File: src/rtl/aibnd_dcc_sel_ctl.sv
// Purpose: sequences the DCC clock-mux select, moving from clk0 to clk1 once lock is stable.
// Latency: first edge sampling dcc_lock=1 -> mux_sel=1 after SYNC_STAGES+1+SETTLE_CYC edges.
// Backpressure: none; the inputs are levels, and abort (disable/bypass) always wins.
module aibnd_dcc_sel_ctl #(
    parameter int SYNC_STAGES  = 2,
    parameter int SETTLE_CYC   = 16,
    parameter int LOCK_TIMEOUT = 255,
    parameter int CNT_W        = 8
) (
    input  logic       clk,
    input  logic       reset,
    input  logic       dcc_en,
    input  logic       force_bypass,
    input  logic       dcc_lock,
    input  logic       clr_sticky,
    output logic       mux_sel,
    output logic       sel_done,
    output logic       err_timeout,
    output logic       err_lock_lost,
    output logic [2:0] state_o
);

    typedef enum logic [2:0] {
        IDLE      = 3'd0,
        WAIT_LOCK = 3'd1,
        SETTLE    = 3'd2,
        SEL       = 3'd3,
        FALLBACK  = 3'd4
    } state_t;

    localparam logic [CNT_W-1:0] TO_LAST     = CNT_W'(LOCK_TIMEOUT);
    localparam logic [CNT_W-1:0] SETTLE_LAST = CNT_W'(SETTLE_CYC - 1);

    state_t                 state_q, state_d;
    logic [CNT_W-1:0]       cnt_q, cnt_d;
    logic [SYNC_STAGES-1:0] sync_q, sync_d;
    logic                   mux_sel_q, mux_sel_d;
    logic                   err_to_q, err_to_d;
    logic                   err_ll_q, err_ll_d;
    logic                   lock_s;
    logic                   abort;
    logic                   set_to;
    logic                   set_ll;

    // dcc_lock only enters the logic through this shift chain.
    assign lock_s = sync_q[SYNC_STAGES-1];
    assign abort  = !dcc_en || force_bypass;

    // Synchronizer shift: new sample enters bit 0.
    always_comb begin
        sync_d = {sync_q[SYNC_STAGES-2:0], dcc_lock};
    end

    // Next-state and counter; abort is checked first in every active state.
    always_comb begin
        state_d = state_q;
        cnt_d   = cnt_q;
        set_to  = 1'b0;
        set_ll  = 1'b0;
        case (state_q)
            IDLE: begin
                if (!abort) begin
                    state_d = WAIT_LOCK;
                    cnt_d   = '0;
                end
            end
            WAIT_LOCK: begin
                if (abort) begin
                    state_d = IDLE;
                    cnt_d   = '0;
                end else if (lock_s) begin
                    state_d = SETTLE;
                    cnt_d   = '0;
                end else if (cnt_q == TO_LAST) begin
                    state_d = FALLBACK;
                    set_to  = 1'b1;
                end else begin
                    cnt_d = cnt_q + CNT_W'(1);
                end
            end
            SETTLE: begin
                if (abort) begin
                    state_d = IDLE;
                    cnt_d   = '0;
                end else if (!lock_s) begin
                    // A lock bounce restarts the whole timeout window.
                    state_d = WAIT_LOCK;
                    cnt_d   = '0;
                end else if (cnt_q == SETTLE_LAST) begin
                    state_d = SEL;
                end else begin
                    cnt_d = cnt_q + CNT_W'(1);
                end
            end
            SEL: begin
                if (abort) begin
                    state_d = IDLE;
                    cnt_d   = '0;
                end else if (!lock_s) begin
                    state_d = FALLBACK;
                    set_ll  = 1'b1;
                end
            end
            FALLBACK: begin
                // Re-arming needs a pass through IDLE, i.e. one aborted cycle.
                if (abort) begin
                    state_d = IDLE;
                    cnt_d   = '0;
                end
            end
            default: begin
                state_d = IDLE;
                cnt_d   = '0;
            end
        endcase
    end

    // Select follows the next state so it changes on the same edge as the state.
    always_comb begin
        mux_sel_d = (state_d == SEL);
        err_to_d  = set_to ? 1'b1 : (clr_sticky ? 1'b0 : err_to_q);
        err_ll_d  = set_ll ? 1'b1 : (clr_sticky ? 1'b0 : err_ll_q);
    end

    // All state, including the synchronizer, clears on synchronous reset.
    always_ff @(posedge clk) begin
        if (reset) begin
            state_q   <= IDLE;
            cnt_q     <= '0;
            sync_q    <= '0;
            mux_sel_q <= 1'b0;
            err_to_q  <= 1'b0;
            err_ll_q  <= 1'b0;
        end else begin
            state_q   <= state_d;
            cnt_q     <= cnt_d;
            sync_q    <= sync_d;
            mux_sel_q <= mux_sel_d;
            err_to_q  <= err_to_d;
            err_ll_q  <= err_ll_d;
        end
    end

    assign mux_sel       = mux_sel_q;
    assign sel_done      = mux_sel_q;
    assign err_timeout   = err_to_q;
    assign err_lock_lost = err_ll_q;
    assign state_o       = state_q;

endmodule
File: config.mk
export PLATFORM = sky130hd
export DESIGN_NAME = aibnd_dcc_sel_ctl
export DESIGN_NICKNAME = d
export VERILOG_FILES = /design/src/rtl/aibnd_dcc_sel_ctl.sv
export SDC_FILE = /design/constraint.sdc
export NUM_CORES = 1
export LEC_CHECK = 0
export CELL_PAD_IN_SITES_DETAIL_PLACEMENT = 1
export CELL_PAD_IN_SITES_GLOBAL_PLACEMENT = 1
export CORE_MARGIN = 4
export CORE_UTILIZATION = 35
export DETAILED_ROUTE_END_ITERATION = 7
export PLACE_DENSITY = 0.78
export RECOVER_POWER = 50
export SLEW_MARGIN = 30
export SYNTH_ARGS = -nofsm -noshare
export SYNTH_HDL_FRONTEND = slang
export SYNTH_SLANG_ARGS = --single-unit
File: constraint.sdc
create_clock -name clk -period 2.24 [get_ports clk]
set_clock_uncertainty 0.1 [all_clocks]
set_input_delay 0.448 -clock clk [delete_from_list [all_inputs] [get_ports clk]]
set_output_delay 0.448 -clock clk [all_outputs]
set_load 0.01 [all_outputs]
Word level (Yosys, flattened, before mapping) --
Cells that the tools add are included.
Storage, ports and cells: register bits 16, memory bits (read-only) 0, word-level logic and storage cells 55, memories 0, output and inout bits 7, bits in latches 0, bits of input ports 6, RAM bits 0
Cells by class: muxes and demuxes 30, div/mod/pow operators 0, reductions and logical operators 7, bitwise logic cells 0, $mul 0, $add $sub $neg 1, magnitude comparators 0, shift-type cells 0, equal/unequal tests 11
Operators by type and width (count):
- $mux 8 | 8
- $pmux 8 s4 | 1
- $mux 3 | 10
- $pmux 3 s5 | 1
- $mux 1 | 10
- $eq 3x2->1 const B | 3
- $add 8x1->8 const B | 1
- $eq 8x4->1 const B | 1
- $eq 8x8->1 const B | 1
- $ne 4x4->1 const B | 2
- $reduce_and 4->1 | 1
- $reduce_bool 2->1 | 2
- $eq 3x1->1 const B | 1
- $eq 3x3->1 const B | 1
- $logic_not 3->1 | 1
- $ne 2x1->1 const B | 1
- $ne 2x2->1 const B | 1
- $reduce_or 2->1 | 1
- $logic_not 1->1 | 1
- $logic_or 1x1->1 | 1

Longest topological paths before layout --
depth after elaboration 6, depth in mapped cells 6, depth with buffers taken out 6

Worst setup path before layout --
Ideal clock, no wire load.
path kind in2reg, start input port force_bypass, end register cnt_q[6], setup time 0.101 ns, data arrival time 1.997 ns, data required time 2.039 ns, stages 6, path slack 0.042 ns, path buffers 1, cell sequence or3b_1 > buf_2 > or4_4 > o311a_2 > a311o_1 > o41ai_1
On the way: longest elaborated chain between the ends 3, elaborated cells on any way between the ends 9, those cells by class eq/ne: 4; mux: 3; reduce/logical: 2
Ends and longest elaborated chain:
- start, declared | RTL line 13 | input logic force_bypass,
- $logic_or 1x1->1 * | RTL line 47 | assign abort = !dcc_en || force_bypass;
- $ne 4x4->1 (no source line) (tied with other cells)
- $reduce_and 4->1 (no source line) or $pmux 8 s4 (tied branches)
- end signal, assigned | RTL line 136 | cnt_q <= cnt_d;
- end, declared | RTL line 35 | logic [CNT_W-1:0] cnt_q, cnt_d;
Mark *: on every way between the ends. The rest lies on a longest branch, timed or not. A chain may end at the register's enable or synchronous reset.

Worst setup path after layout --
start input port dcc_en, end register cnt_q[6]
On the way: longest elaborated chain between the ends 4, elaborated cells on any way between the ends 10, those cells by class eq/ne: 4; mux: 3; reduce/logical: 3
Ends and longest elaborated chain:
- start, declared | RTL line 12 | input logic dcc_en,
- $logic_not 1->1 * | RTL line 47
- $logic_or 1x1->1 * | RTL line 47
- $ne 4x4->1 (no source line) (tied with other cells)
- $reduce_and 4->1 (no source line) or $pmux 8 s4 (tied branches)
Marked as above.

==> flow_metrics.py <==
metrics = {
    "min_path": {
        "hp-class": "flip-flop to flip-flop",
        "min_path_cells": 2,
        "worstHoldEndpoint": "err_timeout",
        "hp-start": "err_timeout",
    },
    "global_routing": {
        "grt_overflow": 0,
        "grt.total_usage_pct": 18.2,
        "grt_antenna_before_repair": 0,
        "grt_pass1_vias": 961,
        "grt_pass1_wl_um": 4690,
        "grt_max_degree": 10,
    },
    "floorplan": {
        "fp.coreArea_mm2": 0.00228,
        "die_w_um": 57.7,
        "ios": 13,
        "floorplan.initialDensity_pct": 37.9,
        "die_h_um": 57.7,
        "die_area_mm2": 0.00333,
        "rows": 17,
    },
    "sta": {
        "max_freq_mhz": 457,
        "rsz0062_at_grt": "false",
        "fin_hold_ws_ns": 0.361,
        "tightest_slew_ns": 0.632,
        "layout_setup_ws_ns": 0.0524,
        "fin_crit_sh_pct": 97.7,
        "relSlewSlack_pct": 57.8,
        "maxSlewViolCount": 0,
        "setup_viol": 0,
        "fin_setup_tns_ns": 0,
        "hold_viol": 0,
        "period_needed_ns": 2.19,
    },
    "placed_design": {
        "dp_slack_ns": -0.428,
        "port_buffers": 12,
        "hpwl_um": 1910,
        "place.gp.congestion": 0.845,
    },
    "route": {
        "firstDrtPassIters": 4,
        "drtIter0Drc": 28,
        "ant_nets": 0,
        "drt_wl_total_um": 2660,
        "vias": 900,
        "drc_errors": 0,
        "drt-wirelength-per-cell_um": 17.3,
        "viasPerCell": 5.84,
    },
    "worst_setup_path": {
        "cp-startpoint": "dcc_en",
        "r2r-start": "cnt_q[0]",
        "rr_endpoint": "cnt_q[6]",
        "worstRegToRegCells": 6,
        "cp_slowest_cell": "clkdlybuf4s50_1",
        "r2r_slack_ns": 0.14,
        "cp_max_fo": 5,
        "slowest_delay_ns": 0.47,
        "cp.arrival_ns": 2.28,
        "required_ns": 2.34,
        "crit_chain": "clkdlybuf4s50_1 > or3b_4 > buf_6 > or4_4 > a311o_1 > o41ai_1",
        "crit_path_end_kind": "flip-flop",
        "critical_path_class": "input port to flip-flop",
        "start_kind": "input port",
    },
    "yosys": {
        "synth_seq_area_share_pct": 37.1,
        "syn-num-nets": 109,
        "synth_top_area_share_pct": 37.1,
        "ys_top_cells_by_area": "dfxtp_1 37%, o311ai_0 5.1%, nor2_1 4.8%",
        "synth_area_per_cell_um2": 8.46,
        "synth_largest_area_cell": "dfxtp_1",
        "yosys.cell_types.count": 40,
        "synth_common_cells": "16 x dfxtp_1, 11 x nor2_1, 7 x o21ai_0",
        "synth-seq-cells": 16,
        "yosysWarningCount": 0,
        "async_flop_share_pct": 0,
        "synth_area_um2": 863,
        "syn_inst": 102,
        "yosysMostFrequentCell": "dfxtp_1",
        "synth_ff_type": "dfxtp_1",
        "synth_edf_count": 0,
    },
    "cts": {
        "cts_sinks": 16,
        "cts_made_buffers": 3,
        "cts.path.max_buffers": 2,
        "htree_levels": 1,
        "clock_latency_ns": 0.30,
        "cts_root_buf": "clkbuf_4",
        "cts_tree": "yes",
        "clk_pin_slew_ns": 0.10,
    },
    "cells_and_area": {
        "nets": 134,
        "fillCellCount": 285,
        "fin_util_pct": 50.6,
        "drive_gt1_share_pct": 21.4,
        "register_area_um2": 320,
        "multiInputGateArea_um2": 527,
        "antenna_cells": 0,
        "area_delta_synth_final_pct": 33.3,
    },
    "power_and_ir_drop": {
        "p_switching_mw": 0.131,
        "combPwrFrac_pct": 10.0,
        "power_density_mw_per_mm2": 473,
        "p_seq_share_pct": 53.1,
        "leakage_nw": 0.441,
        "intPower_mw": 0.413,
        "p_total_mw": 0.544,
        "irDropWorstVdd_mv": 0.299,
        "netSwitchingFraction_pct": 24.1,
        "pwr-share-clk_pct": 37.0,
    },
    "outcome": {
        "outcome": "finished, final reports clean",
    },
    "flow_run": {
        "drv_cap": 0,
    },
}
==> cell families (layout without fill, tap and decap cells) <==
family	count (synthesis)	after routing	share of synthesized area, %
simple gates	46	46	31.5
compound gates	29	29	24.3
flops	16	16	37.1
buf+inv	9	33	4.64
fa+ha+maj	1	1	1.45
xor+xnor	1	1	1.01
==> what timing repair did <==
item / in CTS / in global routing
setup buffers: 0 / 1
hold buffers: 0 / 0
setup endpoints to repair: 7 / 5
pin swaps: 1 / 2
gates resized for setup: 4 / 6
==> layer usage <==
metal,GRT usage [%],share of wire (%),vias to the layer above,wire length (um)
met5,0,0,-,0
met4,6.95,1.5,0,41
met3,3.34,4.4,6,117
met2,29.0,48,27,1270
met1,24.2,46,426,1230
li1,-,-,441,-
==> how the worst max path moves through the flow <==
stage,end,slack [ns]
final,cnt_q[6],0.05
after global routing,cnt_q[7],0.0007
after CTS,cnt_q[6],0.02
after detailed placement,cnt_q[7],-0.43
after global placement,cnt_q[6],-0.33
after floorplan,cnt_q[6],0.04
==> stage by stage <==
step	area, um^2	cells
floorplan	863	102
global placement	1080	149
detailed placement	1080	149
CTS	1140	153
global route	1150	154
finish	1150	154
==> sequential cells by signal, summed over array words and instances (netlist names) <==
name,count
state_o,3
err_lock_lost,1
sync_q,2
err_timeout,1
mux_sel,1
cnt_q,8
==> cell usage in the layout (no fill, tap or decap), drive strengths merged, types with 3 or more instances in the layout <==
cell           netlist  routed
o41ai                3       3
buf                  3      12
and3                 3       3
inv                  4       4
o21ai                7       7
dlygate4sd3          0       7
clkbuf               2       5
nor2b                3       3
nand2                6       6
or4                  3       3
clkdlybuf4s50        0       5
nand3                4       4
a21oi                6       6
dfxtp               16      16
nor2                11      11
o311ai               6       6
==> critical path: cells and delay by family <==
family,cells,cell delay (ns)
compound gates,2,0.39
buf+inv,2,0.61
simple gates,2,0.82
==> power by group through the flow <==
stage               clock network (mW)  registers [mW]  logic (mW)
floorplan                            0           0.295      0.0238
global placement                     0           0.295      0.0465
detailed placement                   0           0.295      0.0486
CTS                              0.204           0.289      0.0522
global route                     0.218           0.289      0.0584
finish                           0.201           0.289      0.0541
==> final cells by class <==
type | count | share of cell area [%]
Multi-Input combinational cell | 77 | 45.8
Sequential cell | 16 | 27.8
Timing Repair Buffer | 25 | 18.9
Clock buffer | 4 | 3.15
Tap cell | 28 | 3.04
Inverter | 4 | 1.30
No activity file was read; power rests on OpenSTA's default activity.
